[src/rtl/saa_psg_n.sv]
// saa_psg_n: bus-programmed square-wave/noise generator with a serial channel
// mixer that normalises the summed levels to a full-scale OUT_W-bit stereo sample.
module saa_psg_n #(
  parameter int CHANNELS = 6,
  parameter int OUT_W    = 10
) (
  input  logic             clk_sys,
  input  logic             rst_n,
  input  logic             ce,
  input  logic             cs_n,
  input  logic             a0,
  input  logic             wr_n,
  input  logic [7:0]       din,
  output logic [OUT_W-1:0] out_l,
  output logic [OUT_W-1:0] out_r,
  output logic             sample_valid
);

  localparam int SUM_W  = 4 + $clog2(CHANNELS + 1);
  localparam int PROD_W = SUM_W + 16 + OUT_W;
  localparam int K_W    = (CHANNELS > 1) ? $clog2(CHANNELS) : 1;
  localparam logic [63:0] GAIN_WIDE =
    (((64'd1 << OUT_W) - 64'd1) << 16) / (64'd15 * 64'(CHANNELS));
  localparam logic [PROD_W-1:0] GAIN = GAIN_WIDE[PROD_W-1:0];
  localparam logic [16:0] LFSR_SEED = 17'h00001;

  typedef enum logic [1:0] {IDLE, SCAN, SCALE} state_t;

  function automatic logic [3:0] level(input logic [3:0] amp4, input logic tone_en,
                                       input logic noise_en, input logic tone,
                                       input logic noise);
    logic [3:0] lvl;
    lvl = '0;
    if (tone_en && noise_en) begin
      if (tone && !noise)     lvl = amp4;
      else if (tone && noise) lvl = amp4 >> 1;
    end else if (tone_en) begin
      if (tone) lvl = amp4;
    end else if (noise_en) begin
      if (noise) lvl = amp4;
    end
    return lvl;
  endfunction

  // Bus write detect: one write per falling edge of wr_n while selected.
  logic       wr_n_prev_reg;
  logic [5:0] addr_reg;
  logic       wr_stb;
  logic       data_wr;
  logic [1:0] noise_rate_reg;
  logic [1:0] ctrl_reg;
  logic       gen_rst;
  logic       sound_en;

  assign wr_stb  = ~cs_n & ~wr_n & wr_n_prev_reg;
  assign data_wr = wr_stb & ~a0;

  always_ff @(posedge clk_sys or negedge rst_n) begin
    if (!rst_n) begin
      wr_n_prev_reg  <= 1'b0;
      addr_reg       <= '0;
      noise_rate_reg <= '0;
      ctrl_reg       <= '0;
    end else begin
      wr_n_prev_reg <= wr_n;
      if (wr_stb && a0) addr_reg <= din[5:0];
      if (data_wr) begin
        case (addr_reg)
          6'h34:   noise_rate_reg <= din[1:0];
          6'h3C:   ctrl_reg       <= din[1:0];
          default: ;
        endcase
      end
    end
  end

  // A ctrl write setting bit1 already holds the generators in its own cycle.
  assign gen_rst  = ctrl_reg[1] | (data_wr && (addr_reg == 6'h3C) && din[1]);
  assign sound_en = ctrl_reg[0];

  logic [3:0]  lvl_l [CHANNELS];
  logic [3:0]  lvl_r [CHANNELS];
  logic        ch0_tpulse;
  logic        noise;

  for (genvar gi = 0; gi < CHANNELS; gi++) begin : g_ch
    localparam logic [5:0] TEN_ADDR = 6'(48 + gi / 8);
    localparam logic [5:0] NEN_ADDR = 6'(50 + gi / 8);
    localparam int         EN_BIT   = gi % 8;

    logic [7:0]  amp_reg;
    logic [7:0]  freq_reg;
    logic [2:0]  oct_reg;
    logic        tone_en_reg;
    logic        noise_en_reg;
    logic [16:0] cnt_reg;
    logic        tone_reg;
    logic [16:0] reload;

    assign reload = ({8'd0, 9'd511 - {1'b0, freq_reg}} << (4'd8 - {1'b0, oct_reg})) - 17'd1;

    always_ff @(posedge clk_sys or negedge rst_n) begin
      if (!rst_n) begin
        amp_reg      <= '0;
        freq_reg     <= '0;
        oct_reg      <= '0;
        tone_en_reg  <= 1'b0;
        noise_en_reg <= 1'b0;
      end else if (data_wr) begin
        if (addr_reg == 6'(gi))      amp_reg      <= din;
        if (addr_reg == 6'(16 + gi)) freq_reg     <= din;
        if (addr_reg == 6'(32 + gi)) oct_reg      <= din[2:0];
        if (addr_reg == TEN_ADDR)    tone_en_reg  <= din[EN_BIT];
        if (addr_reg == NEN_ADDR)    noise_en_reg <= din[EN_BIT];
      end
    end

    // freq/oct are sampled only at reload, so a new pitch starts on the next period.
    always_ff @(posedge clk_sys or negedge rst_n) begin
      if (!rst_n) begin
        cnt_reg  <= '0;
        tone_reg <= 1'b0;
      end else if (gen_rst) begin
        cnt_reg  <= reload;
        tone_reg <= 1'b0;
      end else if (ce) begin
        if (cnt_reg == 17'd0) begin
          cnt_reg  <= reload;
          tone_reg <= ~tone_reg;
        end else begin
          cnt_reg <= cnt_reg - 17'd1;
        end
      end
    end

    if (gi == 0) begin : g_tp
      assign ch0_tpulse = ce & ~gen_rst & (cnt_reg == 17'd0);
    end

    assign lvl_l[gi] = level(amp_reg[3:0], tone_en_reg, noise_en_reg, tone_reg, noise);
    assign lvl_r[gi] = level(amp_reg[7:4], tone_en_reg, noise_en_reg, tone_reg, noise);
  end

  // Noise: 17-bit LFSR clocked by a prescaler or by channel 0 reloads.
  logic [16:0] lfsr_reg;
  logic [16:0] lfsr_shift;
  logic [16:0] lfsr_step;
  logic [10:0] ncnt_reg;
  logic [10:0] noise_lim;

  assign lfsr_shift = {lfsr_reg[0] ^ lfsr_reg[3], lfsr_reg[16:1]};
  assign lfsr_step  = (lfsr_shift == 17'd0) ? LFSR_SEED : lfsr_shift;
  assign noise_lim  = (11'd256 << noise_rate_reg) - 11'd1;
  assign noise      = lfsr_reg[0];

  always_ff @(posedge clk_sys or negedge rst_n) begin
    if (!rst_n) begin
      lfsr_reg <= LFSR_SEED;
      ncnt_reg <= '0;
    end else if (gen_rst) begin
      lfsr_reg <= LFSR_SEED;
      ncnt_reg <= '0;
    end else if (ce) begin
      if (noise_rate_reg == 2'd3) begin
        ncnt_reg <= '0;
        if (ch0_tpulse) lfsr_reg <= lfsr_step;
      end else if (ncnt_reg >= noise_lim) begin
        ncnt_reg <= '0;
        lfsr_reg <= lfsr_step;
      end else begin
        ncnt_reg <= ncnt_reg + 11'd1;
      end
    end
  end

  // Serial mixer: one channel per cycle through a shared adder, then one scale cycle.
  state_t             state_reg, state_next;
  logic [K_W-1:0]     k_reg;
  logic [SUM_W-1:0]   sum_l_reg, sum_r_reg;
  logic [PROD_W-1:0]  prod_l, prod_r;

  assign prod_l = PROD_W'(sum_l_reg) * GAIN;
  assign prod_r = PROD_W'(sum_r_reg) * GAIN;

  always_ff @(posedge clk_sys or negedge rst_n) begin
    if (!rst_n) state_reg <= IDLE;
    else        state_reg <= state_next;
  end

  always_comb begin
    state_next = state_reg;
    case (state_reg)
      IDLE:    if (ce) state_next = SCAN;
      SCAN:    if (k_reg == K_W'(CHANNELS - 1)) state_next = SCALE;
      SCALE:   state_next = IDLE;
      default: state_next = IDLE;
    endcase
  end

  always_ff @(posedge clk_sys or negedge rst_n) begin
    if (!rst_n) begin
      k_reg        <= '0;
      sum_l_reg    <= '0;
      sum_r_reg    <= '0;
      out_l        <= '0;
      out_r        <= '0;
      sample_valid <= 1'b0;
    end else begin
      sample_valid <= 1'b0;
      case (state_reg)
        IDLE: begin
          if (ce) begin
            k_reg     <= '0;
            sum_l_reg <= '0;
            sum_r_reg <= '0;
          end
        end
        SCAN: begin
          sum_l_reg <= sum_l_reg + SUM_W'(lvl_l[k_reg]);
          sum_r_reg <= sum_r_reg + SUM_W'(lvl_r[k_reg]);
          k_reg     <= k_reg + 1'b1;
        end
        SCALE: begin
          out_l        <= sound_en ? OUT_W'(prod_l >> 16) : '0;
          out_r        <= sound_en ? OUT_W'(prod_r >> 16) : '0;
          sample_valid <= 1'b1;
        end
        default: ;
      endcase
    end
  end

endmodule

[config.mk]
export PLATFORM = sky130hd
export DESIGN_NAME = saa_psg_n
export DESIGN_NICKNAME = d
export VERILOG_FILES = /design/src/rtl/saa_psg_n.sv
export SDC_FILE = /design/constraint.sdc
export NUM_CORES = 1
export LEC_CHECK = 0
export ABC_CLOCK_PERIOD_IN_PS = 9900
export CAP_MARGIN = 0
export CORE_MARGIN = 2
export CORE_UTILIZATION = 35
export DETAILED_ROUTE_END_ITERATION = 10
export PLACE_DENSITY = 0.48
export SYNTH_ARGS = -nofsm -noshare
export SYNTH_HDL_FRONTEND = slang
export SYNTH_SLANG_ARGS = --single-unit
[constraint.sdc]
create_clock -name clk_sys -period 9.9 [get_ports clk_sys]
set_clock_uncertainty 0.05 [all_clocks]
set_input_delay 1.98 -clock clk_sys [delete_from_list [all_inputs] [get_ports clk_sys]]
set_output_delay 1.98 -clock clk_sys [all_outputs]
set_load 0.005 [all_outputs]
==> impl_metrics.csv, run 1 <==
group,metric,value,unit
synthesis,synth_area_per_cell,8.99,um^2
placed_design,hpwl_reported_at_the_end_of_detailed_placement,49100,um
global_routing,global_route_overflow,0,
clock_network,cts_tree,"done",
synthesis,synthDominantAreaCellType,"sky130_fd_sc_hd__dfrtp_1",
synthesis,synth_cell_type_count,98,
clock_network,clk_path_buf_depth,3,
global_routing,globalRouteMet2Util,0.320,
power,seq_power_share,0.255,
placed_design,gpl.final_weighted_congestion,0.854,
drt,antenna_violating_nets_post_route,0,
synthesis,net_count_after_synthesis,2992,
synthesis,netlist_top_cells_area,"sky130_fd_sc_hd__dfrtp_1, sky130_fd_sc_hd__ha_1, sky130_fd_sc_hd__mux2_2",
final_layout,drive_above_1_share,0.105,
drt,drt-pass1-iter-count,5,
final_layout,final_net_count,2954,
power,p_per_area,278,mW/mm^2
floorplanning,rows,97,
drt,vias_per_cell,5.56,
setup_path,critical_path_arrival,5700,ps
synthesis,synth_enable_flop_cells,0,
timing,finalCriticalPeriod,5310,ps
clock_network,cts_resized,0,
global_routing,grt_pass1_vias,20386,
clock_network,cts_inserted_buffers,40,
setup_path,start_kind,"flip-flop",
floorplanning,initial_core_util,0.355,
final_layout,final_cell_count_no_fill,3706,
placed_design,placement.io_buffers,34,
final_layout,nFillCells,7052,
setup_path,critPathRequiredTime,10290,ps
global_routing,layer_carrying_the_most_global_route_usage,"met2",
final_layout,layout_commonest_cell,"sky130_fd_sc_hd__nand2_1",
power,share_comb_of_total_power,0.552,
global_routing,grt_usage,0.187,
power,power_switching,3.38,mW
floorplanning,die_height,271,um
drt,drcViolationCount,0,
timing,timing.slew.headroom,0.170,
timing,setup_viol_count_final,0,
global_routing,antenna_found_initial,1,
timing,max_slew_violation_total_from_the_final_report,0,
timing,final.period_utilization,0.536,
clock_network,hold_buffers,0,
clock_network,cts_setup_buffers,0,
clock_network,clkSinkCount,313,
clock_network,root_buffer,"sky130_fd_sc_hd__clkbuf_16",
power,p_leak,11.7,nW
clock_network,clk_latency,580,ps
drt,routed_wirelength,68400,um
floorplanning,fp.dieArea,0.0735,mm^2
floorplanning,dieWidth,271,um
timing,max_freq,0.188,GHz
setup_path,crit_fanout,7,
global_routing,grt_start_max_net_pins,75,
power,switching_share,0.445,
floorplanning,fp.coreArea,0.0703,mm^2
final_layout,largest_register_ff_count,102,
power,internal_power,4.22,mW
flow_run,max_capacitance_violation_count,0,
setup_path,timing.critical_path.to_type,"flip-flop",
min_path,holdCritPathClass,"flip-flop to flip-flop",
setup_path,worstSetupPathType,"flip-flop to flip-flop",
timing,final_hold_violations,0,
power,ir_worst_vdd,0.162,mV
setup_path,rrSetupSlack,4590,ps
global_routing,gr-usage-met3,0.0190,
synthesis,synth-seq-area-share,0.314,
synthesis,synth_area,0.0250,mm^2
synthesis,synth_top_flop_cell,"sky130_fd_sc_hd__dfrtp_1",
floorplanning,boundaryPins,35,
clock_network,clk_pin_slew_worst_paths,60,ps
timing,grt_setup_unrepaired,"no",
synthesis,asyncSetResetFlopFracSynth,1.00,
timing,total_negative_slack_for_setup_checks,0,ps
global_routing,grt_first_pass_wirelength,112000,um
drt,wl_per_cell,18.5,um
timing,tightest_slew,1250,ps
final_layout,most-common-layout-cells,"sky130_fd_sc_hd__nand2_1, sky130_fd_sc_hd__dfrtp_1, sky130_fd_sc_hd__o21ai_0",
drt,drtIter0Drc,1322,
final_layout,syn_to_final_growth,9.78,%
synthesis,synth_largest_type_area_fraction,0.313,
placed_design,dp.cells,3636,
synthesis,post_synth_inst_count,2776,
synthesis,ys.warnings.count,0,
power,power.clock.fraction,0.193,
drt,via_count,20603,
clock_network,h-tree-depth,2,
global_routing,grt_use_met1,0.249,
synthesis,synth.ff_latch_count,313,
status,outcome,"finished, final reports clean",
==> layout make-up <==
class,count,area [um^2],area share
clock buffer,60,1200,0.0437
sequential,313,7830,0.286
antenna,1,2.50,0.0000913
inverter,166,623,0.0227
clock inverter,9,109,0.00397
timing repair buffer,56,505,0.0185
multi-input combinational,2161,16000,0.582
tap,940,1180,0.0429
==> cell usage after synthesis (9+ instances only) <==
| cell | number |
|---|---|
| sky130_fd_sc_hd__nand2_1 | 319 |
| sky130_fd_sc_hd__dfrtp_1 | 312 |
| sky130_fd_sc_hd__o21ai_0 | 229 |
| sky130_fd_sc_hd__nor2_1 | 171 |
| sky130_fd_sc_hd__inv_1 | 164 |
| sky130_fd_sc_hd__a21oi_1 | 151 |
| sky130_fd_sc_hd__ha_1 | 134 |
| sky130_fd_sc_hd__mux2_2 | 132 |
| sky130_fd_sc_hd__clkbuf_1 | 89 |
| sky130_fd_sc_hd__nor3_1 | 79 |
| sky130_fd_sc_hd__xnor2_1 | 77 |
| sky130_fd_sc_hd__nand3_1 | 75 |
| sky130_fd_sc_hd__fa_1 | 68 |
| sky130_fd_sc_hd__mux2i_1 | 53 |
| sky130_fd_sc_hd__o22ai_1 | 53 |
| sky130_fd_sc_hd__xor2_1 | 50 |
| sky130_fd_sc_hd__nand2b_1 | 39 |
| sky130_fd_sc_hd__a22oi_1 | 38 |
| sky130_fd_sc_hd__nor4_1 | 36 |
| sky130_fd_sc_hd__mux4_2 | 33 |
| sky130_fd_sc_hd__buf_2 | 32 |
| sky130_fd_sc_hd__or3_1 | 31 |
| sky130_fd_sc_hd__o211ai_1 | 27 |
| sky130_fd_sc_hd__a32oi_1 | 23 |
| sky130_fd_sc_hd__nor2b_1 | 20 |
| sky130_fd_sc_hd__a31oi_1 | 18 |
| sky130_fd_sc_hd__a21o_1 | 17 |
| sky130_fd_sc_hd__a22o_1 | 17 |
| sky130_fd_sc_hd__a211oi_1 | 15 |
| sky130_fd_sc_hd__and3_1 | 15 |
| sky130_fd_sc_hd__and2_1 | 14 |
| sky130_fd_sc_hd__nor3b_1 | 14 |
| sky130_fd_sc_hd__o21a_1 | 13 |
| sky130_fd_sc_hd__o31ai_1 | 13 |
| sky130_fd_sc_hd__o2bb2ai_1 | 11 |
| sky130_fd_sc_hd__or2_2 | 10 |
| sky130_fd_sc_hd__a221oi_1 | 9 |
| sky130_fd_sc_hd__o221ai_1 | 9 |
==> logic make-up after synthesis <==
kind of cell             Yosys count  share of synthesized area
flip-flops                       313                      0.314
XOR/XNOR                         129                     0.0463
multiplexers                     219                      0.112
buffers and inverters            302                     0.0484
adder cells (fa/ha/maj)          202                      0.122
AO/OA/AOI/OAI                    725                      0.185
AND/OR/NAND/NOR                  886                      0.173
==> routing by layer <==
metal  vias to the layer above  share of wire
met5                         -              0
met4                         0          0.028
met3                       106          0.028
met2                       350           0.48
met1                     10143           0.46
li1                      10004              -
==> per-stage QoR <==
stage | power, mW | instance area, um^2 | hold slack [ps] | utilization | worst slack [ps]
after floorplan | 5.12 | 25000 | 399 | - | 5030
after global placement | 6.11 | 26100 | 413 | 0.371 | 4210
after detailed placement | 6.18 | 26100 | 419 | 0.371 | 4220
after CTS | 7.72 | 27400 | 433 | 0.390 | 4560
after global routing | 8.43 | 27400 | 451 | 0.390 | 4180
final | 7.61 | 27400 | 425 | 0.390 | 4590
==> path summary, 6_finish.rpt <==
check | from | to | cells after the start
worst max-delay path | sum_l_reg[4] | out_l[0] | 17
worst min-delay path | out_r[1] | out_r[1] | 2
worst max register to register | sum_l_reg[4] | out_l[0] | 17
worst min register to register | out_r[1] | out_r[1] | 2
max in group asynchronous | rst_n | ctrl_reg[0] | 3
min in group asynchronous | rst_n | out_l[7] | 1
==> power by group through the flow <==
stage	Combinational (mW)	Sequential [mW]	Clock, mW
final	4.20	1.94	1.47
after floorplan	3.30	1.82	0
after global placement	4.16	1.95	0
after global routing	4.86	2.00	1.56
after CTS	4.27	1.94	1.51
after detailed placement	4.23	1.95	0
==> worst max-delay path, cell delays in order (launching register included) <==
cell                        delay (ps)
sky130_fd_sc_hd__dfrtp_1           480
sky130_fd_sc_hd__fa_1              610
sky130_fd_sc_hd__inv_1              70
sky130_fd_sc_hd__fa_1              480
sky130_fd_sc_hd__inv_1              50
sky130_fd_sc_hd__fa_1              530
sky130_fd_sc_hd__inv_1              70
sky130_fd_sc_hd__fa_1              500
sky130_fd_sc_hd__inv_1              40
sky130_fd_sc_hd__ha_1              300
sky130_fd_sc_hd__a21o_1            160
sky130_fd_sc_hd__a211oi_1          280
sky130_fd_sc_hd__o31ai_1           130
sky130_fd_sc_hd__a21oi_1           150
sky130_fd_sc_hd__o21ai_0            90
sky130_fd_sc_hd__a2111oi_0         610
sky130_fd_sc_hd__nor3_1            130
sky130_fd_sc_hd__or3b_2            450
No activity file was read; power rests on OpenSTA's default activity.
==> inputs of run 2 (changes only) <==
--- a/config.mk
+++ b/config.mk
@@ -5,12 +5,12 @@
 export SDC_FILE = /design/constraint.sdc
 export NUM_CORES = 1
 export LEC_CHECK = 0
-export ABC_CLOCK_PERIOD_IN_PS = 9900
+export ABC_CLOCK_PERIOD_IN_PS = 4650
 export CAP_MARGIN = 0
 export CORE_MARGIN = 2
 export CORE_UTILIZATION = 35
 export DETAILED_ROUTE_END_ITERATION = 10
-export PLACE_DENSITY = 0.48
+export PLACE_DENSITY = 0.49
 export SYNTH_ARGS = -nofsm -noshare
 export SYNTH_HDL_FRONTEND = slang
 export SYNTH_SLANG_ARGS = --single-unit
==> constraint.sdc (replaced) <==
create_clock -name clk_sys -period 4.65 [get_ports clk_sys]
set_clock_uncertainty 0.05 [all_clocks]
set_input_delay 0.93 -clock clk_sys [delete_from_list [all_inputs] [get_ports clk_sys]]
set_output_delay 0.93 -clock clk_sys [all_outputs]
set_load 0.005 [all_outputs]
==> run 2 against run 1 <==
- the run now ends with negative setup slack left
- clock power increased by 130%
- routed wire length up 0.40%
- via count is 1.1% higher
- sequential cell count is the same
- critical path depth stayed put
- design area grew 3.0%
- setup slack got worse by 4700 ps
- global-route usage decreased by 0.14 points
- die area unchanged
- critical path type unchanged
==> impl_metrics.csv, run 2 (same netlist as run 1, synthesis figures left out) <==
group,metric,value,unit
setup_path,worst_path_max_delay_cell,"sky130_fd_sc_hd__fa_1",
final_layout,drive_above_1_share,0.137,
power,power.clock.fraction,0.192,
power,switching_share,0.438,
floorplanning,initial_core_util,0.355,
timing,grt_setup_unrepaired,"yes",
floorplanning,fp.coreArea,0.0703,mm^2
clock_network,cts_inserted_buffers,44,
placed_design,hpwl_reported_at_the_end_of_detailed_placement,49900,um
drt,drt-pass1-iter-count,5,
global_routing,grt_first_pass_wirelength,112000,um
global_routing,grt_usage,0.186,
min_path,holdCritPathClass,"input pin to async pin",
timing,tightest_slew,1100,ps
final_layout,diodes,0,
setup_path,critPathRequiredTime,5070,ps
power,ir_worst_vdd,0.599,mV
final_layout,final_area,0.0282,mm^2
power,internal_power,9.91,mW
setup_path,timing.critical_path.slowest_cell_delay,600,ps
power,p_leak,12.2,nW
drt,routed_wirelength,68700,um
setup_path,worstPathCellList,"fa_1 > inv_2 > fa_1 > inv_2 > fa_1 > inv_2 > fa_1 > inv_2 > ha_4 > nand3_1 > o31ai_2 > a21oi_1 > o21ai_2 > a2111oi_4 > buf_4 > o2111ai_1 > or3b_4",
drt,drcViolationCount,0,
floorplanning,fp.dieArea,0.0735,mm^2
global_routing,global_route_overflow,0,
setup_path,critical_path_arrival,5130,ps
setup_path,timing.critical_path.to_type,"flip-flop",
floorplanning,rows,97,
clock_network,cts_tree,"done",
clock_network,root_buffer,"sky130_fd_sc_hd__clkbuf_16",
status,outcome,"finished, violations left",
floorplanning,die_height,271,um
timing,total_negative_slack_for_setup_checks,-137,ps
timing,finalWorstSetupSlack,-63.1,ps
final_layout,layout_commonest_cell,"sky130_fd_sc_hd__nand2_1",
final_layout,final_net_count,3020,
status,failed_checks,"negative setup slack",
floorplanning,boundaryPins,35,
clock_network,clk_pin_slew_worst_paths,60,ps
clock_network,h-tree-depth,2,
setup_path,worstSetupPathType,"flip-flop to flip-flop",
setup_path,crit_fanout,2,
global_routing,antenna_found_initial,1,
timing,max_slew_violation_total_from_the_final_report,0,
power,power_switching,7.72,mW
placed_design,place_area,0.0266,mm^2
drt,antenna_violating_nets_post_route,0,
timing,timing.slew.headroom,0.263,
global_routing,grt_pass1_vias,20733,
placed_design,place_worst_setup_slack,-215,ps
flow_run,max_capacitance_violation_count,0,
floorplanning,dieWidth,271,um
clock_network,clk_path_buf_depth,3,
timing,finalCriticalPeriod,4710,ps
timing,setup_viol_count_final,4,
timing,max_freq,0.212,GHz
power,share_comb_of_total_power,0.580,
drt,wl_per_cell,18.2,um
placed_design,gpl.final_weighted_congestion,0.873,
timing,final.period_utilization,1.01,
clock_network,hold_buffers,0,
drt,via_count,20822,
final_layout,most-common-layout-cells,"sky130_fd_sc_hd__nand2_1, sky130_fd_sc_hd__dfrtp_1, sky130_fd_sc_hd__o21ai_0",
placed_design,placement.io_buffers,34,
clock_network,clk_latency,600,ps
global_routing,grt_start_max_net_pins,98,
setup_path,start_kind,"flip-flop",
power,p_per_area,625,mW/mm^2
timing,final_hold_violations,0,
clock_network,clkSinkCount,313,
power,power,17.6,mW
final_layout,syn_to_final_growth,13.1,%
drt,drtIter0Drc,1437,
drt,vias_per_cell,5.51,
final_layout,largest_register_ff_count,102,
power,seq_power_share,0.228,
## run 2: cell count changes in the layout (fill, tap and decap cells not counted), moves of 4 or more
| cell | change |
|---|---|
| sky130_fd_sc_hd__a21oi_1 | -4 |
| sky130_fd_sc_hd__clkinv_2 | +8 |
| sky130_fd_sc_hd__inv_1 | -5 |
| sky130_fd_sc_hd__buf_12 | +5 |
| sky130_fd_sc_hd__buf_4 | +56 |
| sky130_fd_sc_hd__o21ai_0 | -4 |
| sky130_fd_sc_hd__inv_2 | +5 |
## run 2: what timing repair did
item                                    4_1_cts  5_1_grt
buffers inserted                              4        3
pin swaps                                    22       23
endpoints found under the setup margin       12       19
resized for setup                             9       21
## run 2: layout make-up
type | count | area, um^2
Fill cell | 6915 | 42000
Clock buffer | 60 | 1240
Sequential cell | 313 | 7840
Multi-Input combinational cell | 2161 | 16100
Inverter | 166 | 623
Timing Repair Buffer | 118 | 1040
Tap cell | 940 | 1180
Clock inverter | 22 | 216
## run 2: final timing paths
path | cells after the start | slack, ps | from | end
setup / recovery | 17 | -60 | sum_l_reg[5] | out_l[0]
setup reg to reg | 17 | -60 | sum_l_reg[5] | out_l[0]
hold / removal | 1 | 300 | rst_n | out_r[4]
max in group asynchronous | 2 | 3270 | rst_n | sum_r_reg[3]
hold reg to reg | 2 | 430 | out_r[5] | out_r[5]
min in group clk_sys | 2 | 430 | out_r[5] | out_r[5]
## run 2: critical path, delay by kind of cell (launching register included)
family / cells / cell delay, ps
adders and majority gates: 5 / 2440
AOI/OAI and AO/OA: 5 / 840
and+or+nand+nor: 2 / 540
DFF: 1 / 400
buffers and inverters: 5 / 340
## run 2: stage by stage
step                hold slack [ps]  utilization  instances
finish                          304        0.402       3780
global route                    352        0.402       3780
CTS                             325        0.400       3777
detailed placement              419        0.378       3692
global placement                417        0.378       3692
floorplan                       399            -       2776
## run 2: metal layers
layer	track usage	vias up	routed length (um)
met2	0.310	384	32400
met4	0.0493	0	1530
met1	0.253	10190	32200
met5	0	-	0
li1	-	10146	-
met3	0.0250	102	2590
## run 2: power groups by stage
stage | logic, mW | registers (mW) | clock network [mW]
after global placement | 9.28 | 4.03 | 0
after floorplan | 7.09 | 3.88 | 0
after global routing | 11.6 | 4.13 | 3.63
after detailed placement | 9.42 | 4.05 | 0
final | 10.2 | 4.03 | 3.38
after CTS | 9.68 | 4.01 | 3.51
